--- src/rtl/alu_operand_stage.sv ---
// alu_operand_stage: ID/EX register, operand forwarding/select and decode hazard stall.
// Define OPERAND_FORWARD_EN for M/W forwarding; otherwise RAW hazards stall until the writer reaches W.
module alu_operand_stage (
  input  logic        clk,
  input  logic        rst_n,
  input  logic        ValidD,
  input  logic [31:0] PCD,
  input  logic [31:0] RD1D,
  input  logic [31:0] RD2D,
  input  logic [31:0] ImmD,
  input  logic [4:0]  Rs1D,
  input  logic [4:0]  Rs2D,
  input  logic [4:0]  RdD,
  input  logic        UseRs1D,
  input  logic        UseRs2D,
  input  logic        ALUSrcAD,
  input  logic        ALUSrcBD,
  input  logic [3:0]  ALUopD,
  input  logic        RegWriteD,
  input  logic        MemReadD,
  input  logic        MemWriteD,
  input  logic        StallE,
  input  logic        FlushE,
  input  logic        RegWriteM,
  input  logic [4:0]  RdM,
  input  logic [31:0] ALUOutM,
  input  logic        RegWriteW,
  input  logic [4:0]  RdW,
  input  logic [31:0] ResultW,
  output logic [31:0] Src1E,
  output logic [31:0] Src2E,
  output logic [3:0]  ALUopE,
  output logic [31:0] WriteDataE,
  output logic [4:0]  RdE,
  output logic        RegWriteE,
  output logic        MemReadE,
  output logic        MemWriteE,
  output logic        ValidE,
  output logic        StallD
);
  typedef struct packed {
    logic        valid;
    logic [31:0] pc, rd1, rd2, imm;
    logic [4:0]  rs1, rs2, rd;
    logic        src_a, src_b;
    logic [3:0]  op;
    logic        reg_write, mem_read, mem_write;
  } ex_t;
  ex_t ex, d_in;
  logic [31:0] fwd1, fwd2;
  logic raw_e, raw_m, load_use, hazard;
  assign d_in = '{ValidD, PCD, RD1D, RD2D, ImmD, Rs1D, Rs2D, RdD, ALUSrcAD, ALUSrcBD, ALUopD,
                  RegWriteD & ValidD, MemReadD & ValidD, MemWriteD & ValidD};
  assign raw_e = ValidD && ex.rd != 5'd0 &&
                 ((UseRs1D && Rs1D == ex.rd) || (UseRs2D && Rs2D == ex.rd));
  assign raw_m = ValidD && RdM != 5'd0 &&
                 ((UseRs1D && Rs1D == RdM) || (UseRs2D && Rs2D == RdM));
  assign load_use = ex.valid && ex.mem_read && raw_e;
`ifdef OPERAND_FORWARD_EN
  assign fwd1 = (RegWriteM && RdM != 5'd0 && RdM == ex.rs1) ? ALUOutM :
                (RegWriteW && RdW != 5'd0 && RdW == ex.rs1) ? ResultW : ex.rd1;
  assign fwd2 = (RegWriteM && RdM != 5'd0 && RdM == ex.rs2) ? ALUOutM :
                (RegWriteW && RdW != 5'd0 && RdW == ex.rs2) ? ResultW : ex.rd2;
  assign hazard = load_use;
  logic unused_ok;
  assign unused_ok = raw_m;
`else
  // Without forwarding the register file is the only source, so wait out EX and MEM writers.
  assign fwd1 = ex.rd1;
  assign fwd2 = ex.rd2;
  assign hazard = load_use || (ex.valid && ex.reg_write && raw_e) || (RegWriteM && raw_m);
  logic unused_ok;
  assign unused_ok = ^{ALUOutM, ResultW, RdW, RegWriteW};
`endif
  always_ff @(posedge clk or negedge rst_n)
    if (!rst_n) ex <= '0;
    else if (FlushE || (!StallE && hazard)) ex <= '0;
    else if (!StallE) ex <= d_in;
  assign Src1E      = ex.src_a ? ex.pc : fwd1;
  assign Src2E      = ex.src_b ? ex.imm : fwd2;
  assign WriteDataE = fwd2;
  assign ALUopE     = ex.op;
  assign RdE        = ex.rd;
  assign RegWriteE  = ex.reg_write;
  assign MemReadE   = ex.mem_read;
  assign MemWriteE  = ex.mem_write;
  assign ValidE     = ex.valid;
  assign StallD     = (hazard || StallE) && !FlushE;
endmodule

--- config.mk ---
export PLATFORM = sky130hd
export DESIGN_NAME = alu_operand_stage
export DESIGN_NICKNAME = d
export VERILOG_FILES = /design/src/rtl/alu_operand_stage.sv
export SDC_FILE = /design/constraint.sdc
export NUM_CORES = 1
export LEC_CHECK = 0
export ABC_AREA = 1
export ABC_CLOCK_PERIOD_IN_PS = 2200
export CAP_MARGIN = 0
export CORE_ASPECT_RATIO = 0.7
export CORE_MARGIN = 4
export CORE_UTILIZATION = 42
export DETAILED_ROUTE_END_ITERATION = 16
export PLACE_DENSITY = 0.88
export RECOVER_POWER = 25
export SYNTH_ARGS = -nofsm -noshare
export SYNTH_HDL_FRONTEND = slang
export SYNTH_SLANG_ARGS = --single-unit
--- constraint.sdc ---
create_clock -name clk -period 2.2 [get_ports clk]
set_input_delay 0.44 -clock clk [delete_from_list [all_inputs] [get_ports clk]]
set_output_delay 0.44 -clock clk [all_outputs]
set_load 0.02 [all_outputs]
==> impl_metrics.toml <==
[status]
result_of_the_run = "finished, final reports clean"

[timing]
final_clock_skew_ps = 10.6
fin_ws_ps = 40.7
setup-violations-final = 0
tns_ps = 0
fin_crit_sh_pct = 98.1
hold_viol = 0
min_period_ps = 2160
max_freq_mhz = 463
grt_setup_unrepaired = "true"
timing.final.max_slew_violations = 0
worst_slew_pin_slew_ps = 1230
maxSlewHeadroom_pct = 17.9

[setup_path]
critical_path_class = "register to primary output"
worstReg2RegStart = "RdE[1]"
crit_arrival_ps = 1720
cpMaxStageDelayCell = "dfrtp_2"
cp_data_required_time_ps = 1760
r2r-end = "ex[50]"
slowest_delay_ps = 420
ff2ff_setup_slack_ps = 370
reg2reg_depth = 11
startpoint_class = "register"
worstPathCellList = "clkbuf_16, mux2_2, dlygate4sd2_1"
setup.worst_path.end_class = "primary output"
cp_max_fo = 16

[placement]
port_buffers = 274
postPlaceCellArea_sq_um = 10100
dp_hpwl_microns = 15900
gpl.final_weighted_congestion = 0.856
preCtsSetupSlack_ps = -527

[hold_path]
hold_path_startpoint = "fwd1[2]"
whs_path_depth = 2
path_type_of_the_worst_min_delay_path = "register to register"
min_to = "fwd1[2]"

[pwr]
vdd_drop_max_mv = 0.425
power_per_cell_area_nw_per_um2 = 668
total_power_w = 0.00712
leakagePower_nw = 5.60

[routing]
detail_route.drc_violations = 0
detail_route.wl_per_cell_microns = 16.7
postRouteAntennaNets = 0
drt_first_pass_iters = 7
detailroute.via_count = 6526
detailedRoute.firstIterationViolations = 556
post_drt_via_cell_ratio = 4.94
postRouteWirelength_microns = 22100

[synthesis]
avgSynthCellArea_sq_um = 8.66
synth.cell_area_sq_um = 7320
seq_area_frac_synth_pct = 48.9
synth-seq-cells = 143
synth_cell_types = 23
count_of_warnings_emitted_by_yosys = 0
postSynthCellCount = 846
synth_edf_count = 0
synth_ff_type = "dfrtp_1"
ys_async_sr_fraction_pct = 100
synth_fp_nets = 1081

[floorplanning]
dieHeight_microns = 118
die_width_microns = 166
floorplan.die_area_sq_um = 19600
floorplan.core_area_sq_um = 17100
io-pin-count = 345
floorplan.initialDensity_pct = 42.8
placementRows = 40

[global_route]
grt_overflow_total = 0
grt_pass1_vias = 6673
globalRouteTotalUtil_pct = 22.0
pin_count_of_the_biggest_net_entering_global_routing = 67
grt_pass1_wl_microns = 34800
grt_antenna_before_repair = 3

[finish]
multi_input_gate_area_in_the_final_layout_sq_um = 3050
seqCellArea_sq_um = 3580
postLayoutCoreUtil_pct = 62.2
layout.filler_cells = 1485
area_delta_synth_final_pct = 45.4
postLayoutCellArea_sq_um = 10700
drive_above_1_share_pct = 16.3
finalNetCount = 1309

[clock_network]
ctsRootBufferMaster = "clkbuf_16"
htree_num_levels = 4
ctsLongestPathBuffers = 2
clk_latency_ps = 420
cts-buffers-inserted = 17
clock_sink_count = 143
cts_tree = "done"
clk_transition_reported_paths_ps = 70

[flow_run]
maxCapViolations = 0
how the worst max path moves through the flow:
stage,start,endpoint,slack (ps),depth (start not counted)
after floorplan,ex[8],Src1E[10],480,3
after global routing,RdE[3],StallD,-10,8
final,ex[8],Src1E[25],40,3
after CTS,Rs2D[2],StallD,-70,10
after global placement,Rs2D[2],StallD,-530,10
after detailed placement,Rs2D[2],StallD,-530,10
worst max-delay path, delay by kind of cell (launching register included):
family                 cells  cell delay (ps)
buffers and inverters      2              540
DFF                        1              420
muxes                      1              350
logic make-up after synthesis:
group,count (synthesis),synth area share [%]
mux,64,9.84
flops,143,48.9
simple gates,518,31.5
buf+inv,119,9.60
compound gates,2,0.154
cells in the mapped netlist, types with 3 or more instances:
cell type  count  area [sq um]
nor2_1        18          67.6
buf_1          3          11.3
inv_2          9          33.8
buf_2         12          60.1
dfrtp_1      143          3580
buf_4         41           308
nand2_1      343          1290
clkbuf_1      30           113
inv_1         16          60.1
nand3_2       29           290
nand3_1      119           596
nand2_2        3          18.8
buf_8          5          75.1
mux2_2        64           721
per-layer routing:
layer	GRT usage, %	routed length [microns]
met3	7.39	1810
met4	7.99	637
met2	34.8	10200
met5	0	0
met1	28.2	9510
registers in the layout, summed over array words and instances (netlist names):
name        cells
RegWriteE       1
fwd1           32
MemReadE        1
MemWriteE       1
ALUopE          4
RdE             5
ValidE          1
WriteDataE     32
ex             66
through the flow:
| step | std cells | hold WS [ps] |
|---|---|---|
| 4_1_cts | 1316 | 479 |
| 2_1_floorplan | 846 | 144 |
| 6_report | 1321 | 477 |
| 3_5_place_dp | 1283 | 420 |
| 5_1_grt | 1321 | 488 |
| 3_3_place_gp | 1283 | 422 |
layout make-up:
class	count	share of cell area (%)
Clock inverter	14	1.23
Clock buffer	18	4.03
Sequential cell	143	33.6
Timing Repair Buffer	303	28.7
Multi-Input combinational cell	584	28.7
Antenna cell	3	0.0705
Inverter	25	0.905
Tap cell	231	2.71
cells in the final DEF (no fill, tap or decap), types with 4 or more instances in the layout:
cell type and count:
buf_12 10, clkdlybuf4s50_1 193, buf_4 15, nand3_2 29
mux2_2 64, nand2_1 343, inv_2 9, inv_6 5
nand3_1 119, inv_1 15, dlygate4sd2_1 61, dfrtp_1 139
dlymetal6s2s_1 15, dfrtp_2 4, nor2_1 15, clkbuf_16 18
repair_timing:
item	CTS	global route
gates resized for setup	72	24
gates cloned	0	1
endpoints found under the setup margin	65	19
hold buffers	1	0
pin swaps	0	5
hold endpoints to repair	47	0
buffers inserted	0	1
where the power goes:
| part | internal, W | total [W] | switching (W) | leakage (nW) |
|---|---|---|---|---|
| logic | 0.000702 | 0.00143 | 0.000731 | 3.45 |
| clock network | 0.00158 | 0.00278 | 0.00121 | 0.270 |
| registers | 0.00279 | 0.00290 | 0.000109 | 1.89 |
Power figures use the tool's default switching activity.
